$ cat src/rtl/fifo_sync_prog.sv
// Synchronous FIFO: any width/depth, programmable almost-full/empty levels, occupancy count and per-cycle status pulses.
// Define FIFO_FWFT_EN for first-word-fall-through reads; otherwise data_out is registered on each accepted read.
module fifo_sync_prog #(
  parameter int FIFO_WIDTH = 16,
  parameter int FIFO_DEPTH = 8,
  parameter int AF_LEVEL   = FIFO_DEPTH - 1,
  parameter int AE_LEVEL   = 1
) (
  input  logic                            i_clk,
  input  logic                            i_rst_n,
  input  logic                            i_wr_en,
  input  logic                            i_rd_en,
  input  logic [FIFO_WIDTH-1:0]           i_data_in,
  output logic [FIFO_WIDTH-1:0]           o_data_out,
  output logic [$clog2(FIFO_DEPTH+1)-1:0] o_count,
  output logic                            o_full,
  output logic                            o_empty,
  output logic                            o_almostfull,
  output logic                            o_almostempty,
  output logic                            o_wr_ack,
  output logic                            o_overflow,
  output logic                            o_underflow
);
  localparam int CW = $clog2(FIFO_DEPTH + 1);
  localparam int PW = $clog2(FIFO_DEPTH);
  localparam logic [CW-1:0] C_DEPTH = CW'(FIFO_DEPTH);
  localparam logic [CW-1:0] C_AF    = CW'(AF_LEVEL);
  localparam logic [CW-1:0] C_AE    = CW'(AE_LEVEL);
  localparam logic [PW-1:0] P_LAST  = PW'(FIFO_DEPTH - 1);

  logic [FIFO_WIDTH-1:0] r_mem [FIFO_DEPTH];
  logic [PW-1:0]         r_wr_ptr, r_rd_ptr;
  logic [CW-1:0]         r_count;
  logic                  r_wr_ack, r_overflow, r_underflow;
  logic                  w_wr_acc, w_rd_acc;

  // Accept decisions use the pre-edge count, so a full FIFO still pops on a simultaneous read.
  assign w_wr_acc = i_wr_en && (r_count < C_DEPTH);
  assign w_rd_acc = i_rd_en && (r_count != '0);

  always_ff @(posedge i_clk) begin
    if (!i_rst_n) begin
      r_wr_ptr    <= '0;
      r_rd_ptr    <= '0;
      r_count     <= '0;
      r_wr_ack    <= 1'b0;
      r_overflow  <= 1'b0;
      r_underflow <= 1'b0;
    end else begin
      if (w_wr_acc) r_wr_ptr <= (r_wr_ptr == P_LAST) ? '0 : r_wr_ptr + 1'b1;
      if (w_rd_acc) r_rd_ptr <= (r_rd_ptr == P_LAST) ? '0 : r_rd_ptr + 1'b1;
      case ({w_wr_acc, w_rd_acc})
        2'b10:   r_count <= r_count + 1'b1;
        2'b01:   r_count <= r_count - 1'b1;
        default: r_count <= r_count;
      endcase
      r_wr_ack    <= w_wr_acc;
      r_overflow  <= i_wr_en && !w_wr_acc;
      r_underflow <= i_rd_en && !w_rd_acc;
    end
  end

  // Storage is deliberately left out of reset.
  always_ff @(posedge i_clk) begin
    if (i_rst_n && w_wr_acc) r_mem[r_wr_ptr] <= i_data_in;
  end

`ifdef FIFO_FWFT_EN
  assign o_data_out = r_mem[r_rd_ptr];
`else
  logic [FIFO_WIDTH-1:0] r_data_out;

  always_ff @(posedge i_clk) begin
    if (!i_rst_n)      r_data_out <= '0;
    else if (w_rd_acc) r_data_out <= r_mem[r_rd_ptr];
  end

  assign o_data_out = r_data_out;
`endif

  assign o_count       = r_count;
  assign o_full        = (r_count == C_DEPTH);
  assign o_empty       = (r_count == '0);
  assign o_almostfull  = (r_count >= C_AF);
  assign o_almostempty = (r_count <= C_AE);
  assign o_wr_ack      = r_wr_ack;
  assign o_overflow    = r_overflow;
  assign o_underflow   = r_underflow;
endmodule

$ cat config.mk
export PLATFORM = sky130hd
export DESIGN_NAME = fifo_sync_prog
export DESIGN_NICKNAME = d
export VERILOG_FILES = /design/src/rtl/fifo_sync_prog.sv
export SDC_FILE = /design/constraint.sdc
export NUM_CORES = 1
export LEC_CHECK = 0
export CAP_MARGIN = 0
export CORE_MARGIN = 2
export CORE_UTILIZATION = 45
export CTS_CLUSTER_DIAMETER = 50
export CTS_CLUSTER_SIZE = 16
export DETAILED_ROUTE_END_ITERATION = 6
export GPL_TIMING_DRIVEN = 0
export PLACE_DENSITY_LB_ADDON = 0.12
export SETUP_SLACK_MARGIN = 0.05
export SLEW_MARGIN = 20
export SYNTH_ARGS = -nofsm -noshare
export SYNTH_HDL_FRONTEND = slang
export SYNTH_SLANG_ARGS = --single-unit
$ cat constraint.sdc
create_clock -name i_clk -period 2.2 [get_ports i_clk]
set_input_delay 0.22 -clock i_clk [delete_from_list [all_inputs] [get_ports i_clk]]
set_output_delay 0.22 -clock i_clk [all_outputs]
set_load 0.005 [all_outputs]
==> results of run 1 <==
[repair_timing]
item | in CTS | in global routing
pin swaps | 1 | 2
buffers inserted | 4 | 1
hold buffers | 0 | 0
gates resized for setup | 7 | 1
setup endpoints to repair | 3 | 2
[flip-flops by register name, summed over array words and instances, names as in the netlist]
register     flops
r_mem          128
o_data_out      16
o_wr_ack         1
o_count          4
r_wr_ptr         3
o_underflow      1
r_rd_ptr         3
o_overflow       1
[logic make-up after synthesis]
logic type / share of synthesized area (%)
muxes: 10.9
and+or+nand+nor: 5.19
xor gates and xnor gates: 0.427
AOI/OAI and AO/OA: 7.57
adders and majority gates: 1.83
buffers and inverters: 2.16
DFF: 72.0
[synth_stat cells, drive strengths merged]
| cell | count | area [µm²] |
|---|---|---|
| a211o | 1 | 8.76 |
| a211oi | 1 | 7.51 |
| a21boi | 7 | 63.8 |
| a21o | 1 | 7.51 |
| a21oi | 4 | 20.0 |
| a22o | 15 | 131 |
| a32o | 1 | 10.0 |
| and2 | 3 | 18.8 |
| and3 | 2 | 12.5 |
| and3b | 1 | 8.76 |
| buf | 15 | 98.8 |
| clkbuf | 4 | 15.0 |
| dfxtp | 29 | 581 |
| edfxtp | 128 | 3840 |
| ha | 9 | 113 |
| inv | 5 | 18.8 |
| mux2 | 30 | 338 |
| mux2i | 33 | 330 |
| nand2 | 28 | 105 |
| nand2b | 3 | 18.8 |
| nand3 | 2 | 15.0 |
| nand4b | 2 | 17.5 |
| nor2 | 9 | 33.8 |
| nor2b | 5 | 31.3 |
| nor3 | 4 | 20.0 |
| o21ai | 2 | 10.0 |
| o22ai | 15 | 93.8 |
| o31ai | 15 | 113 |
| or3 | 3 | 18.8 |
| or3b | 1 | 8.76 |
| or4b | 1 | 10.0 |
| xnor2 | 2 | 17.5 |
| xor2 | 1 | 8.76 |
[layout by cell type (no fill, tap or decap), types with 6 or more instances in the layout]
master / count
a22o_1: 15
a21boi_0: 6
buf_4: 8
ha_1: 7
nand2_1: 27
clkbuf_16: 17
buf_2: 7
mux2i_1: 33
o22ai_1: 15
mux2_2: 30
edfxtp_1: 128
clkdlybuf4s50_1: 45
dfxtp_1: 27
o31ai_1: 15
nor2_2: 6
buf_8: 6
[final cells by class]
type / instances / area (µm²)
Tap cell: 176 / 220
Multi-Input combinational cell: 201 / 1660
Sequential cell: 157 / 4430
Clock buffer: 20 / 457
Clock inverter: 12 / 190
Timing Repair Buffer: 59 / 609
Inverter: 5 / 18.8
Fill cell: 1036 / 5600
Buffer: 18 / 103
[per-layer routing]
metal  vias to the layer above  wire [µm]
met3                        18        592
met4                         0        218
met2                        83       6320
met1                      1688       5770
met5                         -          0
li1                       1630          -
[how the worst min path moves through the flow]
| stage | cells past startpoint | start | endpoint | slack, ns |
|---|---|---|---|---|
| floorplan | 0 | i_data_in[0] | r_mem[0][0] | 0.32 |
| global placement | 2 | o_data_out[4] | o_data_out[4] | 0.44 |
| detailed placement | 2 | o_data_out[15] | o_data_out[15] | 0.45 |
| CTS | 3 | i_wr_en | o_wr_ack | 0.44 |
| global route | 2 | i_wr_en | o_overflow | 0.47 |
| finish | 3 | i_wr_en | o_wr_ack | 0.44 |
[power groups by stage]
| stage | Sequential, µW | Combinational [µW] | Clock, µW |
|---|---|---|---|
| floorplan | 3570 | 1130 | 0 |
| CTS | 3510 | 1960 | 3220 |
| global route | 3530 | 2080 | 3360 |
| global placement | 3580 | 1810 | 0 |
| detailed placement | 3590 | 1850 | 0 |
| finish | 3510 | 1910 | 3180 |
[per-stage QoR]
step	setup TNS, ns	setup slack [ns]	std cells
finish	0	0.173	648
global route	0	0.0689	648
CTS	0	0.0683	648
detailed placement	-11.48	-0.279	612
global placement	-108.92	-0.968	604
floorplan	0	0.0665	382
[tightest hold or removal path: stages]
cell             delay, ns
clkdlybuf4s50_1       0.43
nand2_1               0.10
nor2_1                0.06
==> metrics.yaml, run 1 <==
status: "completed"
synthCells: 382
endpoint_kind: "flop"
grt_max_degree: 17
tightest_slew_ns: 0.650
portBuffers: 46
grt_pass1_vias: 3599
p_switching_uw: 2130
grt_busiest_layer: "met2"
cts_tree: "done"
synth_warnings: 0
grt_setup_unrepaired: "false"
cts_made_buffers: 17
syn-cell-area_mm2: 0.00615
grt_first_pass_wirelength_mm: 19.9
cp_cell_sequence: "inv_1, ha_2, or3b_4, nand2_4, inv_2, ha_4, or4b_4, a21oi_2, xor2_1, and2_1"
gr-total-overflow: 0
critPathTopFamily: "simple AND/OR/NAND/NOR gates"
place_congestion: 0.748
grt_usage_pct: 19.0
cpPeakStageDelay_ns: 0.46
worst_r2r_endpoint: "o_count[3]"
grt_use_met1_pct: 24.6
use_met2_pct: 30.8
path_max_fanout: 4
path_clk_slew_ns: 0.06
wl_mm: 12.9
clkPwrFrac_pct: 37.0
p_total_uw: 8590
clockBufferDepth: 2
reg2reg_depth: 10
combPwrFrac_pct: 22.2
syn_nets: 411
insertion_delay_ns: 0.42
crit_required_ns: 2.52
cts_max_level: 4
start_util_pct: 46.2
crit_start: "o_count[0]"
dieArea_mm2: 0.0146
die_width_um: 121
root_buffer: "clkbuf_16"
skew_ns: 0.00740
avgSynthCellArea_um2: 16.1
maxSlewViolCount: 0
dpl.hpwl_mm: 8.10
seqPwrFrac_pct: 40.8
yosysSeqAreaShare_pct: 72.0
antenna_found_initial: 0
dieHeight_um: 121
floorplan.rows: 42
hold_path.class: "primary input to flop"
crit_type: "flop to flop"
setup_violations: 0
grt_util_met3_pct: 4.70
period_needed_ns: 2.03
final_core_util_pct: 57.8
cp.depth: 10
intPower_uw: 6460
final_cell_area_mm2: 0.00769
core_area_mm2: 0.0133
routed_via_density: 5.28
drive_above_1_share_pct: 22.2
r2r_setup_slack_ns: 0.17
drc: 0
power.density_mw_per_mm2: 1120
critPathSlowestCell: "or4b_4"
vias: 3419
ios: 47
path_buf_inv: 2
insertedDiodeCount: 0
drv_cap: 0
placed_area_mm2: 0.00700
hold_viol: 0
netlist-cell-type-count: 38
initialDrtViolationCount: 269
drt-wirelength-per-cell_um: 19.9
syn2layout_area_growth_pct: 25.1
dr.pass1.iters: 5
clkSinkCount: 157
cp-endpoint: "o_count[3]"
ant_nets: 0
fin_crit_sh_pct: 92.1
cellLeakagePower_uw: 0.00259
max_freq_mhz: 493
switching_share_pct: 24.8
slew-limit-headroom_pct: 56.6
nets: 488
ys_ff_latch: 157
cp-start-kind: "flop"
ir_drop_v: 0.000675
timing.hold.ws_ns: 0.443
r2r-start: "o_count[0]"
arrival_ns: 2.34
Note: power is estimated with default switching activity, not from simulation.
==> run 2: changes to the inputs <==
--- a/config.mk
+++ b/config.mk
@@ -6,7 +6,7 @@
 export NUM_CORES = 1
 export LEC_CHECK = 0
 export CAP_MARGIN = 0
-export CORE_MARGIN = 2
+export CORE_MARGIN = 1
 export CORE_UTILIZATION = 45
 export CTS_CLUSTER_DIAMETER = 50
 export CTS_CLUSTER_SIZE = 16
==> run 2 against run 1 <==
  * Non-clock buffer count fell by 2
  * Cell area fell by 0.86%
  * Combinational power barely moved
  * Flip-flop and latch count did not move
  * Largest cell class unchanged
  * Final cell count fell by 0.46%
  * Fmax fell by 1.8%
  * Sequential power barely moved
  * Clock skew rose by 0.0025 ns
  * Hold slack got worse by 0.017 ns
  * Register-to-register slack got worse by 0.04 ns
  * Sequential share of layout area rose by 0.50 points
  * Critical endpoint unchanged
==> metrics.yaml, run 2 (synthesized netlist as in run 1, its figures left out) <==
status: "completed"  # unchanged
final_cell_mix: "edfxtp_1 (128), clkdlybuf4s50_1 (45), mux2i_1 (33), mux2_2 (30)"  # unchanged
crit_required_ns: 2.50  # was 2.52 ns
drt-wirelength-per-cell_um: 20.0  # was 19.9 µm
clkSinkCount: 157  # unchanged
hold_path.class: "primary input to flop"  # unchanged
slew-limit-headroom_pct: 54.6  # was 56.6%
path_max_fanout: 5  # was 4
drc: 0  # unchanged
gr-total-overflow: 0  # unchanged
fill_cells: 1057  # was 1036
p_total_uw: 8310  # was 8590 µW
grt_usage_pct: 19.8  # was 19.0%
fin_crit_sh_pct: 93.8  # was 92.1%
endpoint_kind: "flop"  # unchanged
period_needed_ns: 2.06  # was 2.03 ns
die_width_um: 119  # was 121 µm
clockBufferDepth: 2  # unchanged
root_buffer: "clkbuf_16"  # unchanged
reg2reg_depth: 10  # unchanged
worstHoldStart: "i_wr_en"  # unchanged
largest_reg_flops: 128  # unchanged
ir_drop_v: 0.000552  # was 0.000675 V
worst_r2r_endpoint: "o_count[3]"  # unchanged
final_cell_area_mm2: 0.00762  # was 0.00769 mm²
ant_nets: 0  # unchanged
cts_made_buffers: 17  # unchanged
nets: 486  # was 488
crit_type: "flop to flop"  # unchanged
cellLeakagePower_uw: 0.00255  # was 0.00259 µW
grt_max_degree: 17  # unchanged
arrival_ns: 2.37  # was 2.34 ns
dpl.hpwl_mm: 8.19  # was 8.10 mm
wl_mm: 12.9  # about the same
hold_viol: 0  # unchanged
grt_first_pass_wirelength_mm: 19.8  # was 19.9 mm
hold_depth: 3  # unchanged
max_freq_mhz: 484  # was 493 MHz
initialDrtViolationCount: 227  # was 269
r2r_setup_slack_ns: 0.14  # was 0.17 ns
placed_area_mm2: 0.00700  # about the same
cts_max_level: 4  # unchanged
routed_via_density: 5.26  # was 5.28
seqCellArea_mm2: 0.00443  # unchanged
layout_commonest_cell: "edfxtp_1"  # unchanged
syn2layout_area_growth_pct: 24.0  # was 25.1%
grt_pass1_vias: 3500  # was 3599
dr.pass1.iters: 4  # was 5
skew_ns: 0.00992  # was 0.00740 ns
core_area_mm2: 0.0133  # unchanged
hold_buffers: 0  # unchanged
vias: 3394  # was 3419
place_congestion: 0.713  # was 0.748
ios: 47  # unchanged
cts_tree: "done"  # unchanged
path_clk_slew_ns: 0.06  # about the same
insertedDiodeCount: 0  # unchanged
fin_setup_tns_ns: 0  # unchanged
tightest_slew_ns: 0.681  # was 0.650 ns
dieHeight_um: 119  # was 121 µm
drv_cap: 0  # unchanged
whs_endpoint: "o_wr_ack"  # unchanged
preCtsSetupSlack_ns: -0.353  # was -0.279 ns
floorplan.rows: 42  # unchanged
insertion_delay_ns: 0.41  # was 0.42 ns
r2r-start: "o_count[0]"  # unchanged
antenna_found_initial: 0  # unchanged
portBuffers: 46  # unchanged
multi_input_area_mm2: 0.00167  # was 0.00166 mm²
start_util_pct: 46.2  # unchanged
final_core_util_pct: 57.3  # was 57.8%
maxSlewViolCount: 0  # unchanged
dieArea_mm2: 0.0141  # was 0.0146 mm²
fin_ws_ns: 0.135  # was 0.173 ns
cp-start-kind: "flop"  # unchanged
grt_setup_unrepaired: "false"  # unchanged
largest-register: "r_mem"  # unchanged
setup_violations: 0  # unchanged
drive_above_1_share_pct: 22.2  # about the same
power.density_mw_per_mm2: 1090  # was 1120 mW/mm²
-- run 2: what timing repair did --
action,CTS,global route
pin swaps,1,2
setup buffers,3,0
setup endpoints to repair,3,9
resized for setup,8,5
-- run 2: metal layers --
metal  part of all wire (%)  global-route usage [%]  wire length, µm
met2                     51                    33.3             6630
met1                     43                    24.7             5600
met5                      0                       0                0
met3                    4.2                    4.50              542
met4                   0.85                    8.07              110
-- run 2: cell type report --
class	count	area share, %
clock inverters	11	1.90
clock buffers	20	5.86
multi-input cells	201	21.9
flip-flops and latches	157	58.1
repair buffers	57	7.75
well taps	176	2.89
inverters	5	0.246
plain buffers	18	1.35
-- run 2: worst max-delay path by stage --
stage | from | to | slack (ns) | depth (start not counted)
finish | o_count[0] | o_count[3] | 0.14 | 10
global route | i_rst_n | r_mem[4][14] | 0.06 | 5
CTS | o_count[0] | o_count[3] | 0.06 | 11
detailed placement | i_rst_n | r_mem[2][13] | -0.35 | 5
global placement | i_rst_n | r_mem[2][3] | -0.97 | 4
floorplan | o_count[0] | o_count[3] | 0.07 | 11
-- run 2: where the power goes --
group / leakage (µW) / internal, µW / switching (µW) / total (µW)
combinational: 0.000873 / 986 / 916 / 1900
sequential: 0.00139 / 3400 / 101 / 3510
clock: 0.000282 / 1800 / 1100 / 2900
total: 0.00255 / 6190 / 2120 / 8310
-- run 2: stage by stage --
stage	hold WS, ns	instances
3_5_place_dp	0.445	612
5_1_grt	0.453	645
2_1_floorplan	0.319	382
6_report	0.426	645
4_1_cts	0.412	646
3_3_place_gp	0.442	604
-- run 2: critical path, cell delays in order (launching register included) --
cell,delay (ns)
dfxtp_4,0.35
inv_2,0.04
ha_2,0.17
or3b_4,0.26
nand2_4,0.07
inv_2,0.08
ha_4,0.15
or4b_4,0.46
a21oi_2,0.16
xor2_1,0.07
and2_1,0.15
